===== src/rtl/scene_sequencer.sv =====
// Scene sequencer: menu/game/result scene flow with blanked transitions.
// Every scene change passes through a frame-counted BLANK and a one-cycle SWITCH.
module scene_sequencer #(
  parameter int          BLANK_FRAMES   = 8,
  parameter int          RESULT_TIMEOUT = 600,
  parameter logic [4:0]  ESC_KEY        = 5'h1b
) (
  input  logic       clk,
  input  logic       rst,
  input  logic       frame_tick,
  input  logic [4:0] key_pulse,
  input  logic       menu_valid,
  input  logic [1:0] menu_sel,
  input  logic       game_done,
  input  logic       game_die,
  input  logic       choice_valid,
  input  logic [1:0] choice,
  output logic [3:0] scene,
  output logic       blank,
  output logic       game_restart,
  output logic [7:0] clear_count
);

  localparam logic [3:0] S_MENU   = 4'd0;
  localparam logic [3:0] S_B1     = 4'd1;
  localparam logic [3:0] S_B1_OK  = 4'd2;
  localparam logic [3:0] S_B1_DIE = 4'd3;
  localparam logic [3:0] S_B2     = 4'd4;
  localparam logic [3:0] S_B2_OK  = 4'd5;
  localparam logic [3:0] S_B2_DIE = 4'd6;
  localparam logic [3:0] S_SD     = 4'd7;
  localparam logic [3:0] S_SD_OK  = 4'd8;

  localparam logic [7:0]  BF_LOAD = 8'(BLANK_FRAMES);
  localparam logic [15:0] TO_LAST = 16'(RESULT_TIMEOUT - 1);

  typedef enum logic [1:0] {
    IDLE   = 2'd0,
    BLANK  = 2'd1,
    SWITCH = 2'd2
  } phase_t;

  phase_t      phase_q, phase_d;
  logic [3:0]  scene_q, target_q;
  logic [7:0]  cnt_q, clear_q;
  logic [15:0] tcnt_q;

  logic        ev;
  logic [3:0]  ev_tgt;
  logic        is_res;
  logic        has_next;
  logic [3:0]  res_game;
  logic [3:0]  res_next;
  logic        timeout;
  logic        tgt_ok;
  logic        live_game;

  // Result-scene decode: which game a retry returns to, and what "next" means.
  always_comb begin
    is_res   = 1'b0;
    has_next = 1'b0;
    res_game = S_MENU;
    res_next = S_MENU;
    case (scene_q)
      S_B1_OK:  begin is_res = 1'b1; has_next = 1'b1;
                      res_game = S_B1; res_next = S_B2; end
      S_B2_OK:  begin is_res = 1'b1; has_next = 1'b1;
                      res_game = S_B2; res_next = S_SD; end
      S_SD_OK:  begin is_res = 1'b1; has_next = 1'b1;
                      res_game = S_SD; res_next = S_B1; end
      S_B1_DIE: begin is_res = 1'b1; res_game = S_B1; end
      S_B2_DIE: begin is_res = 1'b1; res_game = S_B2; end
      default:  ;
    endcase
  end

  assign timeout = frame_tick && (tcnt_q >= TO_LAST);

  always_comb begin
    ev     = 1'b0;
    ev_tgt = S_MENU;
    case (scene_q)
      S_MENU: begin
        if (menu_valid && menu_sel == 2'b00) begin
          ev = 1'b1; ev_tgt = S_SD;
        end else if (menu_valid && menu_sel == 2'b01) begin
          ev = 1'b1; ev_tgt = S_B1;
        end
      end
      S_B1, S_B2: begin
        if (game_done) begin
          ev = 1'b1; ev_tgt = scene_q + 4'd1;
        end else if (game_die) begin
          ev = 1'b1; ev_tgt = scene_q + 4'd2;
        end else if (key_pulse == ESC_KEY) begin
          ev = 1'b1; ev_tgt = scene_q;
        end
      end
      S_SD: begin
        if (game_done) begin
          ev = 1'b1; ev_tgt = S_SD_OK;
        end else if (key_pulse == ESC_KEY) begin
          ev = 1'b1; ev_tgt = S_SD;
        end
      end
      S_B1_OK, S_B2_OK, S_SD_OK, S_B1_DIE, S_B2_DIE: begin
        if (choice_valid && choice == 2'b00) begin
          ev = 1'b1; ev_tgt = res_game;
        end else if (choice_valid && choice == 2'b01) begin
          ev = 1'b1; ev_tgt = S_MENU;
        end else if (choice_valid && choice == 2'b10 && has_next) begin
          ev = 1'b1; ev_tgt = res_next;
        end else if (timeout) begin
          ev = 1'b1; ev_tgt = S_MENU;
        end
      end
      default: begin
        ev = 1'b1; ev_tgt = S_MENU;
      end
    endcase
  end

  always_ff @(posedge clk or posedge rst) begin
    if (rst) phase_q <= IDLE;
    else     phase_q <= phase_d;
  end

  always_comb begin
    phase_d = phase_q;
    unique case (1'b1)
      phase_q == IDLE:   if (ev) phase_d = BLANK;
      phase_q == BLANK:  if (frame_tick && cnt_q <= 8'd1) phase_d = SWITCH;
      phase_q == SWITCH: phase_d = IDLE;
      default:           phase_d = IDLE;
    endcase
  end

  assign tgt_ok = (target_q == S_B1_OK) || (target_q == S_B2_OK) ||
                  (target_q == S_SD_OK);

  always_ff @(posedge clk or posedge rst) begin
    if (rst) begin
      scene_q  <= S_MENU;
      target_q <= S_MENU;
      cnt_q    <= '0;
      clear_q  <= '0;
    end else begin
      unique case (phase_q)
        IDLE: begin
          if (ev) begin
            target_q <= ev_tgt;
            cnt_q    <= BF_LOAD;
          end
        end
        BLANK: begin
          if (frame_tick) cnt_q <= cnt_q - 8'd1;
        end
        SWITCH: begin
          scene_q <= target_q;
          if (tgt_ok && clear_q != 8'hff) clear_q <= clear_q + 8'd1;
        end
        default: ;
      endcase
    end
  end

  // Result-screen idle timer; saturates rather than wrapping.
  always_ff @(posedge clk or posedge rst) begin
    if (rst)
      tcnt_q <= '0;
    else if (phase_q == SWITCH)
      tcnt_q <= '0;
    else if (phase_q == IDLE && is_res && frame_tick && tcnt_q != 16'hffff)
      tcnt_q <= tcnt_q + 16'd1;
  end

  assign live_game = (scene_q == S_B1) || (scene_q == S_B2) ||
                     (scene_q == S_SD);

  always_comb begin
    blank        = (phase_q != IDLE);
    game_restart = blank || !live_game;
    scene        = scene_q;
    clear_count  = clear_q;
  end

endmodule


===== config.mk =====
export PLATFORM = sky130hd
export DESIGN_NAME = scene_sequencer
export DESIGN_NICKNAME = d
export VERILOG_FILES = /design/src/rtl/scene_sequencer.sv
export SDC_FILE = /design/constraint.sdc
export NUM_CORES = 1
export LEC_CHECK = 0
export BUFFER_PORTS_ARGS = -buffer_cell sky130_fd_sc_hd__clkbuf_2
export CORE_MARGIN = 4
export CORE_UTILIZATION = 35
export DETAILED_ROUTE_END_ITERATION = 10
export SLEW_MARGIN = 20
export SYNTH_ARGS = -nofsm -noshare
export SYNTH_HDL_FRONTEND = slang
export SYNTH_SLANG_ARGS = --single-unit

===== constraint.sdc =====
create_clock -name clk -period 3.4 [get_ports clk]
set_input_delay 0.17 -clock clk [delete_from_list [all_inputs] [get_ports clk]]
set_output_delay 0.17 -clock clk [all_outputs]
set_load 0.05 [all_outputs]

-- After elaboration in Yosys (flattened, before gate mapping)
Cells that the tools add are included.
- bits in writable memories: 0
- memories: 0
- register bits after elaboration: 42
- latch bits: 0
- output and inout bits: 14
- bits in read-only memories: 0
- add/subtract/negate cells: 5
- shifts and indexed selects: 0
- reductions and logical operators: 34
- $lt $le $gt $ge: 2
- eq/ne operators: 22
- muxes and demuxes: 34
- multipliers: 0
- bitwise gates (word level): 0
- divide/modulo/power cells: 0
- operators by type and width (kind ; number):
    2-to-1 mux 16 bit ; 2
    2-to-1 mux 4 bit ; 7
    == test 4 x 3 -> 1 bit (second input constant) ; 5
    case mux 3 bit (3 select lines) ; 2
    adder 16 x 1 -> 16 bit (second input constant) ; 1
    greater-or-equal comparator 16 x 10 -> 1 bit (second input constant) ; 1
    2-to-1 mux 8 bit ; 2
    inequality test 16 bit (second input constant) ; 1
    case mux 4 bit (4 select lines) ; 1
    case mux 8 bit (2 select lines) ; 1
    2-to-1 mux 1 bit ; 13
    == test 4 x 2 -> 1 bit (second input constant) ; 3
    logical AND 1 bit ; 12
    adder 8 x 1 -> 8 bit (second input constant) ; 1
    == test 4 bit (second input constant) ; 2
    less-or-equal comparator 8 x 1 -> 1 bit (second input constant) ; 1
    inequality test 8 bit (second input constant) ; 1
    subtractor 8 x 1 -> 8 bit (second input constant) ; 1
    == test 2 x 1 -> 1 bit (second input constant) ; 3
    logical NOT 2 bit ; 3
    2-to-1 mux 3 bit ; 2
    AND reduction 2 bit ; 3
    nonzero test 2 bit ; 3
    OR reduction 2 bit ; 3
    16 further kinds ; 23

-- Logic depth before layout (Yosys ltp)
- depth in word-level cells: 10
- gate-level depth with buffers: 10
- depth with buffers taken out: 8

-- Worst setup path after synthesis
OpenSTA, ideal clock, no wires.
- kind: flip-flop to flip-flop
- start point: reg scene_q[0] (netlist: scene[0])
- end point: reg target_q[0]
- arrival time: 2519 ps
- buffers on the path: 1
- stages on the path, launching flop included: 10
- slack: 753 ps
- data required time: 3272 ps
- cell sequence: dfrtp_1 inv_1 ha_1 nand2b_4 or4b_1 o2111ai_1 o21ai_1 o21a_1 buf_2 mux2_1
- cells in the longest elaborated chain, start to end: 9
- elaborated cells on any way between the ends: 32
- ends and longest elaborated chain (what ; RTL line ; source):
    from (decl) ; 44 ; logic [3:0] scene_q, target_q;
    from (signal assigned) ; 159 ; scene_q <= target_q;
    == test 4 x 2 -> 1 bit, or another cell as far along ; 64, 82 ;
    OR reduction 3 bit (no line) ; n/a ;
    2-to-1 mux 1 bit ; 64 ; case (scene_q)
    logical AND 1 bit ; 111 ; end else if (choice_valid && choice == 2'b10 && has_next) begin
    2-to-1 mux 1 bit ; 111 ;
    2-to-1 mux 1 bit ; 109 ; end else if (choice_valid && choice == 2'b01) begin
    2-to-1 mux 1 bit ; 107 ; if (choice_valid && choice == 2'b00) begin
    case mux 1 bit (4 select lines) ; 82 ; case (scene_q)
    AND reduction 2 bit (no line) ; n/a ;
    to (signal assigned) ; 151 ; target_q <= ev_tgt;
    to (decl) ; 44 ;
Parallel ways exist; a longest one is shown, timed or not.
A chain may end at the register's enable or synchronous reset.

-- Final worst setup path
- start point: reg scene_q[0] (netlist: scene[0])
- end point: reg tcnt_q[9]
- cells in the longest elaborated chain, start to end: 7
- elaborated cells on any way between the ends: 11
- ends and longest elaborated chain (what ; RTL line ; source):
    == test 4 x 2 -> 1 bit, or another cell as far along ; 64 ;
    OR reduction 5 bit (no line) * ; n/a ;
    2-to-1 mux 1 bit * ; 64 ;
    logical AND 1 bit * (3 in a row) ; 173 ; else if (phase_q == IDLE && is_res && frame_tick && tcnt_q != 16'hffff)
    nonzero test 2 bit (no line) * ; n/a ;
    to (signal assigned) ; 174 ; tcnt_q <= tcnt_q + 16'd1;
    to (decl) ; 46 ; logic [15:0] tcnt_q;
Mark *: on every way between the ends. The rest lies on a longest branch, timed or not.

==> results_dict.tcl <==
set metrics [dict create \
    outcome "completed" \
    synth-async-reset-ratio_pct 100 \
    core-area_mm2 0.00729 \
    synth_fp_nets 319 \
    post_drt_wl_per_cell_um 14.6 \
    maxCapViolCount 0 \
    critPathMaxStageDelay_ns 0.46 \
    dp_hpwl_mm 4.33 \
    finalCritPeriodShare_pct 77.5 \
    slew_headroom_pct 56.7 \
    use_met1_pct 20.1 \
    min_path_type "input pin to register" \
    worstSetupStartpointType "register" \
    cts_tree "built" \
    netlist_instances 294 \
    top_usage_layer "met2" \
    cts_buffers 5 \
    first_global_vias 2164 \
    die_x_um 95.0 \
    synth.most_common_cell "dfrtp_1" \
    dp_worst_setup_slack_ns 0.816 \
    clock-sinks 42 \
    avgSynthCellArea_um2 9.01 \
    grt.overflow.total 0 \
    max_freq_mhz 379 \
    finish.utilization_pct 40.8 \
    cts_max_level 2 \
    synthesis.area_mm2 0.00265 \
    final_layout_size_suffix_gt1_share_pct 14.6 \
    layout.cells.non_filler 420 \
    gp_congestion 0.925 \
    synth_top_cell_area_share_pct 39.7 \
    ys_seq_area_share_pct 39.7 \
    grt_max_degree 43 \
    grt_use_total_pct 14.3 \
    holdBufCountCts 1 \
    antenna_found_initial 0 \
    ys_types 59 \
    critPathKind "register to register" \
    die_height_um 95.0 \
    crit_slowest_cell "dfrtp_1" \
    synth_area_leaders "dfrtp_1 40%, nand2_1 4.4%, ha_1 4.2%" \
    synthToLayoutAreaGrowth_pct 12.1 \
    ys_ff_latch 42 \
    initial_utilization_pct 36.3 \
    dp.cells 412 \
    vias_per_cell 5.58 \
    cts.repair.resized 0 \
    drv_slew 0 \
    dpl-instance-area_mm2 0.00289 \
    use_met3_pct 3.16 \
    clock_path_buffers 2 \
    port-buffer-count 29 \
    fin_hold_ws_ns 0.371 \
    crit_required_ns 3.62 \
    p_leak_nw 1.34 \
    vdd_ir_drop_max_mv 0.195 \
    finClkSkew_ns 0.0104 \
    antennaDiodeCount 0 \
    netlist_top_cells_count "42 x dfrtp_1, 31 x nand2_1, 24 x nor2_1" \
    design_area_mm2 0.00297 \
    powerDensity_mw_per_mm2 504 \
    synth-edff-count 0 \
    fin_tns_setup_ns 0 \
    drc 0 \
    rows 31 \
    setup_violations 0 \
    drt_iter0_markers 107 \
    cts_root_buf "clkbuf_8" \
    fill_cells 771 \
    met2_usage_pct 21.8 \
    via_count 2343 \
    synth_ff_type "dfrtp_1" \
    rsz0062_at_grt "no" \
    hold_viol 0 \
    max_slew.worst_pin.slew_ns 0.649 \
    clk_latency_ns 0.29 \
    p_total_mw 1.50 \
    critPathMaxFanout 9 \
    drt-total-wl_mm 6.12 \
    yosys_warnings 0 \
    path_cells "inv_1 -> ha_1 -> nand2b_4 -> a211oi_2 -> and3_1 -> nand4_1 -> or3_1 -> a21oi_1" \
    postRouteAntennaNets 0 \
    io_pins 30 \
    netlist.top_cell.by_area "dfrtp_1" \
    grt_pass1_wl_mm 10.3 \
    first_pass_iters 4 \
    clkTransAtPathRegs_ns 0.08 \
    cp-end-kind "register" \
    final_nets 346 \
    fin_crit_ns 2.64 \
    post_cts_buffers 0 \
    worst-endpoint-arrival_ns 2.86 \
    dieArea_mm2 0.00903 \
    setup_slack_ns 0.765 \
]
-- placed cells by master (no fill, tap or decap), types with 7 or more instances in the layout --
master and n:
o31ai_1 7, dfrtp_1 42, a21oi_1 9, clkbuf_2 29, nand3_1 19, nand2_1 31, o21ai_0 21, inv_1 10
nand4_1 12, ha_1 9, nor2_1 24
-- layer usage --
metal | up-vias | wire, um
met5 | - | 0
met4 | 0 | 93
met3 | 9 | 413
met2 | 81 | 2680
met1 | 1109 | 2940
li1 | 1144 | -
-- power breakdown --
group | internal, mW | switching, mW | leakage (nW)
clock | 0.142 | 0.166 | 0.0383
combinational | 0.210 | 0.266 | 0.764
sequential | 0.591 | 0.123 | 0.543
total | 0.943 | 0.555 | 1.34
-- kinds of logic after synthesis --
family / share of synthesized area, %
DFF: 39.7
and+or+nand+nor: 24.0
muxes: 4.82
buffers and inverters: 3.40
adders and majority gates: 4.25
xor gates and xnor gates: 3.64
AOI/OAI and AO/OA: 20.3
-- flip-flops by register name (all words and copies together), names as in the netlist --
signal / count
tcnt_q: 16
clear_count: 8
cnt_q: 8
scene: 4
target_q: 4
phase_q: 2
-- cell type report --
class	count	area, um^2	share of cell area (%)
Sequential cell	42	1050	35.4
Inverter	11	41.3	1.39
Multi-Input combinational cell	229	1510	50.8
Timing Repair Buffer	32	170	5.73
Clock buffer	7	76.3	2.57
Tap cell	99	124	4.17
-- worst max-delay path: cells and delay by family, from the launching register on --
family	cells	cell delay (ns)
flops	1	0.46
simple gates	4	1.17
buf+inv	1	0.14
compound gates	2	0.48
fa+ha+maj	1	0.32
-- path summary, 6_finish.rpt --
check	from	to	slack, ns	depth (start not counted)
max	scene[0]	tcnt_q[9]	0.76	8
min	frame_tick	phase_q[0]	0.37	3
max reg2reg	scene[0]	tcnt_q[9]	0.76	8
min reg2reg	clear_count[5]	clear_count[5]	0.50	1
max in group asynchronous	rst	clear_count[3]	2.50	4
min in group asynchronous	rst	tcnt_q[2]	0.54	4
Power figures use the tool's default switching activity.
